===== src/rtl/fifo_umbrales_if.sv =====
// rtl/fifo_umbrales_if.sv - handshake/data bundle between a FIFO bank slot and its driver
// Purpose: groups the threshold, push/pop, data and status signals of one fifo_umbrales.
// Ports (signals):
//   init, umbral_alto[7:0], umbral_bajo[7:0]  threshold load enable and values
//   push, data_in[DATA_WIDTH-1:0]             write request and data
//   pop                                       read request
//   data_out, valid_out                       registered read data and its qualifier
//   fifo_full, fifo_empty, almost_full,
//   almost_empty, fifo_error, count           status
// Modports: master drives requests, slave (the FIFO) drives status.
interface fifo_umbrales_if #(
  parameter int DATA_WIDTH = 6,
  parameter int ADDR_WIDTH = 3
);
  logic                  init;
  logic [7:0]            umbral_alto;
  logic [7:0]            umbral_bajo;
  logic                  push;
  logic [DATA_WIDTH-1:0] data_in;
  logic                  pop;
  logic [DATA_WIDTH-1:0] data_out;
  logic                  valid_out;
  logic                  fifo_full;
  logic                  fifo_empty;
  logic                  almost_full;
  logic                  almost_empty;
  logic                  fifo_error;
  logic [ADDR_WIDTH:0]   count;

  modport master (
    output init, umbral_alto, umbral_bajo, push, data_in, pop,
    input  data_out, valid_out, fifo_full, fifo_empty, almost_full,
           almost_empty, fifo_error, count
  );

  modport slave (
    input  init, umbral_alto, umbral_bajo, push, data_in, pop,
    output data_out, valid_out, fifo_full, fifo_empty, almost_full,
           almost_empty, fifo_error, count
  );
endinterface


===== src/rtl/fifo_umbrales.sv =====
// rtl/fifo_umbrales.sv - synchronous FIFO with programmable almost-full/empty thresholds
// Purpose: one slot of the flow-control buffer bank; sticky error on overflow/underflow.
// Ports:
//   clk    rising-edge clock
//   reset  synchronous active-low reset
//   bus    fifo_umbrales_if.slave (requests in, data/status out)
module fifo_umbrales #(
  parameter int DATA_WIDTH = 6,
  parameter int ADDR_WIDTH = 3
) (
  input logic           clk,
  input logic           reset,
  fifo_umbrales_if.slave bus
);
  localparam int DEPTH = 2 ** ADDR_WIDTH;
  localparam logic [ADDR_WIDTH-1:0] PTR_ONE   = 1;
  localparam logic [ADDR_WIDTH:0]   CNT_ONE   = 1;
  localparam logic [ADDR_WIDTH:0]   CNT_DEPTH = (ADDR_WIDTH+1)'(DEPTH);
  localparam logic [7:0]            ALTO_RST  = 8'(DEPTH - 1);
  localparam logic [7:0]            BAJO_RST  = 8'd1;

  logic [DATA_WIDTH-1:0] mem [DEPTH];

  logic [ADDR_WIDTH-1:0] wr_ptr_q, wr_ptr_d;
  logic [ADDR_WIDTH-1:0] rd_ptr_q, rd_ptr_d;
  logic [ADDR_WIDTH:0]   count_q, count_d;
  logic [DATA_WIDTH-1:0] data_out_q, data_out_d;
  logic                  valid_q, valid_d;
  logic                  error_q, error_d;
  logic [7:0]            alto_q, alto_d;
  logic [7:0]            bajo_q, bajo_d;

  logic full, empty, rd_ok, wr_ok, overflow, underflow;
  logic [7:0] count_ext;

  assign full      = (count_q == CNT_DEPTH);
  assign empty     = (count_q == '0);
  assign count_ext = 8'(count_q);

  // A pop on a full FIFO frees a slot in the same edge, so push is still taken.
  assign rd_ok     = bus.pop & ~empty;
  assign wr_ok     = bus.push & (~full | rd_ok);
  assign overflow  = bus.push & full & ~rd_ok;
  assign underflow = bus.pop & empty;

  always_comb begin
    wr_ptr_d   = wr_ptr_q;
    rd_ptr_d   = rd_ptr_q;
    count_d    = count_q;
    data_out_d = data_out_q;
    valid_d    = rd_ok;
    error_d    = error_q | overflow | underflow;
    alto_d     = alto_q;
    bajo_d     = bajo_q;

    if (wr_ok) wr_ptr_d = wr_ptr_q + PTR_ONE;
    if (rd_ok) begin
      rd_ptr_d   = rd_ptr_q + PTR_ONE;
      data_out_d = mem[rd_ptr_q];
    end

    case ({wr_ok, rd_ok})
      2'b10:   count_d = count_q + CNT_ONE;
      2'b01:   count_d = count_q - CNT_ONE;
      default: count_d = count_q;
    endcase

    if (bus.init) begin
      alto_d = bus.umbral_alto;
      bajo_d = bus.umbral_bajo;
    end
  end

  always_ff @(posedge clk) begin
    if (!reset) begin
      wr_ptr_q   <= '0;
      rd_ptr_q   <= '0;
      count_q    <= '0;
      data_out_q <= '0;
      valid_q    <= 1'b0;
      error_q    <= 1'b0;
      alto_q     <= ALTO_RST;
      bajo_q     <= BAJO_RST;
    end else begin
      wr_ptr_q   <= wr_ptr_d;
      rd_ptr_q   <= rd_ptr_d;
      count_q    <= count_d;
      data_out_q <= data_out_d;
      valid_q    <= valid_d;
      error_q    <= error_d;
      alto_q     <= alto_d;
      bajo_q     <= bajo_d;
    end
  end

  // Storage is not cleared by reset; only the write itself is blocked during reset.
  always_ff @(posedge clk) begin
    if (reset && wr_ok) mem[wr_ptr_q] <= bus.data_in;
  end

  assign bus.data_out     = data_out_q;
  assign bus.valid_out    = valid_q;
  assign bus.fifo_full    = full;
  assign bus.fifo_empty   = empty;
  assign bus.almost_full  = (count_ext >= alto_q);
  assign bus.almost_empty = (count_ext <= bajo_q);
  assign bus.fifo_error   = error_q;
  assign bus.count        = count_q;
endmodule


===== src/flat_wrapper.sv =====
// flat-port wrapper written by rule: the top's interface ports become plain ports
module fifo_umbrales_flat 
#(
  parameter int DATA_WIDTH = 6,
  parameter int ADDR_WIDTH = 3
)
  (clk, reset, bus_init, bus_umbral_alto, bus_umbral_bajo, bus_push, bus_data_in, bus_pop, bus_data_out, bus_valid_out, bus_fifo_full, bus_fifo_empty, bus_almost_full, bus_almost_empty, bus_fifo_error, bus_count);
  fifo_umbrales_if #(.DATA_WIDTH(DATA_WIDTH), .ADDR_WIDTH(ADDR_WIDTH)) bus_i ();
  input logic clk;
  input logic reset;
  input wire logic [$bits(bus_i.init)-1:0] bus_init;
  input wire logic [$bits(bus_i.umbral_alto)-1:0] bus_umbral_alto;
  input wire logic [$bits(bus_i.umbral_bajo)-1:0] bus_umbral_bajo;
  input wire logic [$bits(bus_i.push)-1:0] bus_push;
  input wire logic [$bits(bus_i.data_in)-1:0] bus_data_in;
  input wire logic [$bits(bus_i.pop)-1:0] bus_pop;
  output wire logic [$bits(bus_i.data_out)-1:0] bus_data_out;
  output wire logic [$bits(bus_i.valid_out)-1:0] bus_valid_out;
  output wire logic [$bits(bus_i.fifo_full)-1:0] bus_fifo_full;
  output wire logic [$bits(bus_i.fifo_empty)-1:0] bus_fifo_empty;
  output wire logic [$bits(bus_i.almost_full)-1:0] bus_almost_full;
  output wire logic [$bits(bus_i.almost_empty)-1:0] bus_almost_empty;
  output wire logic [$bits(bus_i.fifo_error)-1:0] bus_fifo_error;
  output wire logic [$bits(bus_i.count)-1:0] bus_count;
  assign bus_i.init = bus_init;
  assign bus_i.umbral_alto = bus_umbral_alto;
  assign bus_i.umbral_bajo = bus_umbral_bajo;
  assign bus_i.push = bus_push;
  assign bus_i.data_in = bus_data_in;
  assign bus_i.pop = bus_pop;
  assign bus_data_out = bus_i.data_out;
  assign bus_valid_out = bus_i.valid_out;
  assign bus_fifo_full = bus_i.fifo_full;
  assign bus_fifo_empty = bus_i.fifo_empty;
  assign bus_almost_full = bus_i.almost_full;
  assign bus_almost_empty = bus_i.almost_empty;
  assign bus_fifo_error = bus_i.fifo_error;
  assign bus_count = bus_i.count;
  fifo_umbrales #(.DATA_WIDTH(DATA_WIDTH), .ADDR_WIDTH(ADDR_WIDTH)) u_core (.clk(clk), .reset(reset), .bus(bus_i));
endmodule

===== config.mk =====
export PLATFORM = sky130hd
export DESIGN_NAME = fifo_umbrales_flat
export DESIGN_NICKNAME = d
export VERILOG_FILES = /design/src/rtl/fifo_umbrales_if.sv /design/src/rtl/fifo_umbrales.sv /design/src/flat_wrapper.sv
export SDC_FILE = /design/constraint.sdc
export NUM_CORES = 1
export LEC_CHECK = 0
export CAP_MARGIN = 20
export CELL_PAD_IN_SITES_DETAIL_PLACEMENT = 1
export CELL_PAD_IN_SITES_GLOBAL_PLACEMENT = 1
export CORE_MARGIN = 2
export CORE_UTILIZATION = 45
export DETAILED_ROUTE_END_ITERATION = 16
export PLACE_DENSITY_LB_ADDON = 0.1
export SYNTH_ARGS = -nofsm -noshare
export SYNTH_HDL_FRONTEND = slang
export SYNTH_SLANG_ARGS = --single-unit

===== constraint.sdc =====
create_clock -name clk -period 2.8 [get_ports clk]
set_clock_uncertainty 0.05 [all_clocks]
set_input_delay 0.42 -clock clk [delete_from_list [all_inputs] [get_ports clk]]
set_output_delay 0.42 -clock clk [all_outputs]
set_load 0.005 [all_outputs]

==> results.md <==
Clock tree:
- The clock reaches the later pin of the worst-skew pair after 0.35 ns.
- The buffers inserted during post-CTS setup optimization is 0.
- The number of buffers between clock root and the deepest sink is 2.
- The number of sinks on the clock net is 82.
- The number of gates resized after CTS was 0.
- The clock root buffer is clkbuf_8.
- In this run the number of H-tree levels came out at 3.
- For this design, the CTS-stage hold fixing added 0 buffers.
- TritonCTS built the clock tree.
- The register clock-pin slew on the reported worst setup and hold paths is 0.09 ns.
- The number of clock buffers added by TritonCTS is 9.

Power and ir drop:
- The sum of internal, switching and leakage power is 3.26 mW.
- In this run the power spent charging and discharging nets is 950 uW.
- The worst-case IR drop observed on VDD is 0.383 mV.
- The proportion of power drawn by combinational gates is 0.281.
- In this run the static leakage power is 1.55 nW.
- The internal power summed over all cells is 2.31 mW.
- The share of total power dissipated in the clock network is 0.275.
- The power per cell area is 761 mW/mm2.
- The switching part of the total is 0.291.
- The part of the power in registers is 0.444.

Global route:
- The met1 usage is 0.215.
- The wire length of the first global-routing pass is 11400 um.
- The global routing's busiest layer is met2.
- Across every metal layer, demand over resource in global routing totals 0.179.
- For this run, global-route usage on met3 was measured as 0.0411.
- For this run, global-route usage on met2 was measured as 0.308.
- Entering global routing, the biggest net connects 38 pins.
- The initial antenna violation count came to 0.
- The number of global-route vias before repair is 2288.
- The global route total overflow is 0.

Timing:
- The number of max-slew violations in the final report is 0.
- Setup violations remaining at the end of the flow were counted as 0.
- At the pin with the least slew margin, the transition time is 0.666 ns.
- The final hold violation count is 0.
- Measured against its own limit, the worst slew margin works out to 0.555.
- The final sum of negative setup slack is 0 ns.
- The minimum setup slack in the final design is 0.123 ns.
- Dividing the final minimum period by the clock period gives 0.956.
- The smallest clock period supported by the final layout is computed as 2.68 ns.
- Setup repair after global routing left no endpoint under its margin.
- Final hold analysis gives a worst-case slack of 0.433 ns.
- The timing-limited maximum frequency is 0.374 GHz.

Setup path:
- The top fanout value on the critical path is 2.
- The critical path launch point type is a flop.
- The critical path's slowest cell is clkdlybuf4s50_1.
- The delay of the slowest cell on the worst path is 0.54 ns.
- The data arrival time of the worst path is 2.21 ns.
- The type of the setup path with the least slack is flop to primary output.
- The critical path capture point type is a primary output.
- Traced cell by cell, the critical path runs through inv_1 > ha_1 > nor2b_1 > o21a_1 > o21a_1 > o211ai_1 > clkdlybuf4s50_1.
- The critical path data required time is 2.33 ns.
- The cell with the most instances on the worst path is o21a_1.

Drt:
- The wire length per cell after detailed routing is 16.9 um.
- In the routed layout, each cell is associated on average with a via count of 5.28.
- For this block, the initial DRC count from the detailed router was 52.
- The remaining antenna violation count is 0.
- The length of the first detailed-routing pass in iterations is 4.
- The remaining design rule violation count is 0.
- After detailed routing, the total wire length is 7100 um.
- For this block, the via count after detailed routing is 2217.

Synthesis:
- In this run the cell area of the synthesized design comes to 0.00349 mm2.
- The share of the Yosys chip area taken by registers is 0.608.
- The number of flops mapped to enable cells by yosys is 48.
- Yosys mapped the design onto 39 distinct sky130hd cell types.
- During synthesis, Yosys emitted a total of 0 warnings.
- The per-instance average area after synthesis is 13.4 um2.
- Counting flops and latches in the post-synthesis netlist gives 82.
- The synthesized netlist cell count is 260.
- The async set-or-reset flop fraction in the synthesized netlist is 0.
- The net count after synthesis is 298.
- The most common flop cell mapped by yosys is edfxtp_1.

Floorplanning:
- The area of the core region is 0.00761 mm2.
- For this configuration, the core starts out at a cell density of 0.459.
- The die covers 0.00847 mm2.
- The I/O pin total is 43.
- The floorplan step set the die height to 92.0 um.
- The die extent in x is 92.0 um.
- The initialized floorplan defines 32 standard-cell rows.

Placed design:
- Once placement completed, the tool counted placed cells totaling 404.
- After legalization and detailed placement, the total HPWL measured 5160 um.
- Buffers placed on the I/O ports in this run total 42.
- At the end of routability-driven placement, the weighted congestion stood at 0.776.
- OpenSTA, run right after detailed placement, puts the worst setup slack at 0.468 ns.

Final layout:
- The finished layout holds 420 standard cells, fillers aside.
- The net total in the final layout is 351.
- The area growth from synthesis to layout is 22.8%.
- Of the cells placed in the final design, the portion with a size suffix greater than 1 is 0.151.
- The number of antenna diodes in the final layout is 0.

Run:
- The tool flagged a number of max-cap violations equal to 0.

Worst hold path:
- In this run the worst hold path is classified as flop to flop.

Status:
- The flow ran to the end, and the final reports show no timing, DRC or antenna violations.
logic make-up after synthesis:
group | share of synthesized area
flip-flops | 0.608
AND/OR/NAND/NOR | 0.109
XOR/XNOR | 0.0126
buffers and inverters | 0.0330
adder cells (fa/ha/maj) | 0.0395
AO/OA/AOI/OAI | 0.0678
multiplexers | 0.129
registers in the layout, summed over array words and instances, names as in the netlist:
name                   flops
u_core.bus.fifo_error      1
u_core.bajo_q              8
u_core.bus.data_out        6
u_core.bus.valid_out       1
u_core.rd_ptr_q            3
u_core.bus.count           4
u_core.alto_q              8
u_core.mem                48
u_core.wr_ptr_q            3
final cells by class:
cell class	instances	area, um2
clock inverter	7	86.3
inverter	11	41.3
fill	768	3320
tap	102	128
clock buffer	9	124
sequential	82	2120
multi-input combinational	152	1250
timing repair buffer	57	533
synth_stat cells, types with 2 or more instances:
library cell,count,share of area
edfxtp_1,48,0.41
ha_1,11,0.039
o21a_1,2,0.0043
mux2i_1,17,0.049
mux4_2,12,0.077
buf_1,2,0.0022
nand3_1,2,0.0029
and2_1,5,0.0090
inv_1,11,0.012
a21oi_1,3,0.0043
nor3_1,5,0.0072
o22ai_1,7,0.013
o21ai_0,12,0.017
dfxtp_1,34,0.20
nor2_1,11,0.012
nor4_1,5,0.0090
o211ai_1,4,0.0086
nor2b_1,17,0.030
xnor2_1,4,0.010
nand2b_1,3,0.0054
buf_2,5,0.0072
clkbuf_1,6,0.0065
nand2_1,15,0.016
nand4_1,4,0.0072
cell usage in the layout (no fill, tap or decap), types with 2 or more instances in the layout:
master / instances
mux2i_1: 17
nand4_1: 4
inv_8: 2
nor3_1: 5
nor2_1: 11
nand2b_1: 3
clkdlybuf4s50_1: 42
nand3_1: 2
nor4_1: 5
o21ai_0: 12
a21oi_1: 3
dfxtp_1: 34
clkinv_4: 2
nand2_1: 15
o211ai_1: 4
o22ai_1: 7
clkbuf_8: 9
xnor2_1: 4
ha_1: 11
buf_4: 15
and2_1: 5
edfxtp_1: 48
nor2b_1: 17
inv_1: 11
mux4_2: 12
o21a_1: 2
path summary, 6_finish.rpt:
kind | depth (start not counted) | end | startpoint | slack [ns]
worst max-delay path | 7 | bus_almost_empty | u_core.bajo_q[1] | 0.12
worst min-delay path | 2 | u_core.alto_q[0] | u_core.alto_q[0] | 0.43
worst max register to register | 4 | u_core.mem[6][3] | u_core.bus.count[3] | 0.70
worst min register to register | 2 | u_core.alto_q[0] | u_core.alto_q[0] | 0.43
layer usage:
| layer | up-vias | wire (um) |
|---|---|---|
| li1 | 1067 | - |
| met1 | 1091 | 3040 |
| met2 | 50 | 3640 |
| met3 | 9 | 293 |
| met4 | 0 | 122 |
| met5 | - | 0 |
worst max-delay path, delay by kind of cell, from the launching register on:
kind / cells / cell delay, ns
buffers and inverters: 2 / 0.58
AO/OA/AOI/OAI: 3 / 0.52
flip-flops: 1 / 0.34
adder cells (fa/ha/maj): 1 / 0.28
AND/OR/NAND/NOR: 1 / 0.13
per-stage QoR:
step	instance area [um2]	utilization
detailed placement	4080	0.536
finish	4290	0.563
global placement	4080	0.536
CTS	4290	0.563
floorplan	3490	-
global route	4290	0.563
power by group through the flow:
| stage | Sequential [mW] | Clock [mW] | Combinational, mW |
|---|---|---|---|
| 4_1_cts | 1.45 | 0.931 | 0.937 |
| 5_1_grt | 1.46 | 0.968 | 1.02 |
| 2_1_floorplan | 1.47 | 0 | 0.559 |
| 3_5_place_dp | 1.48 | 0 | 0.933 |
| 3_3_place_gp | 1.47 | 0 | 0.909 |
| 6_report | 1.45 | 0.896 | 0.918 |
Power figures use the tool's default switching activity.
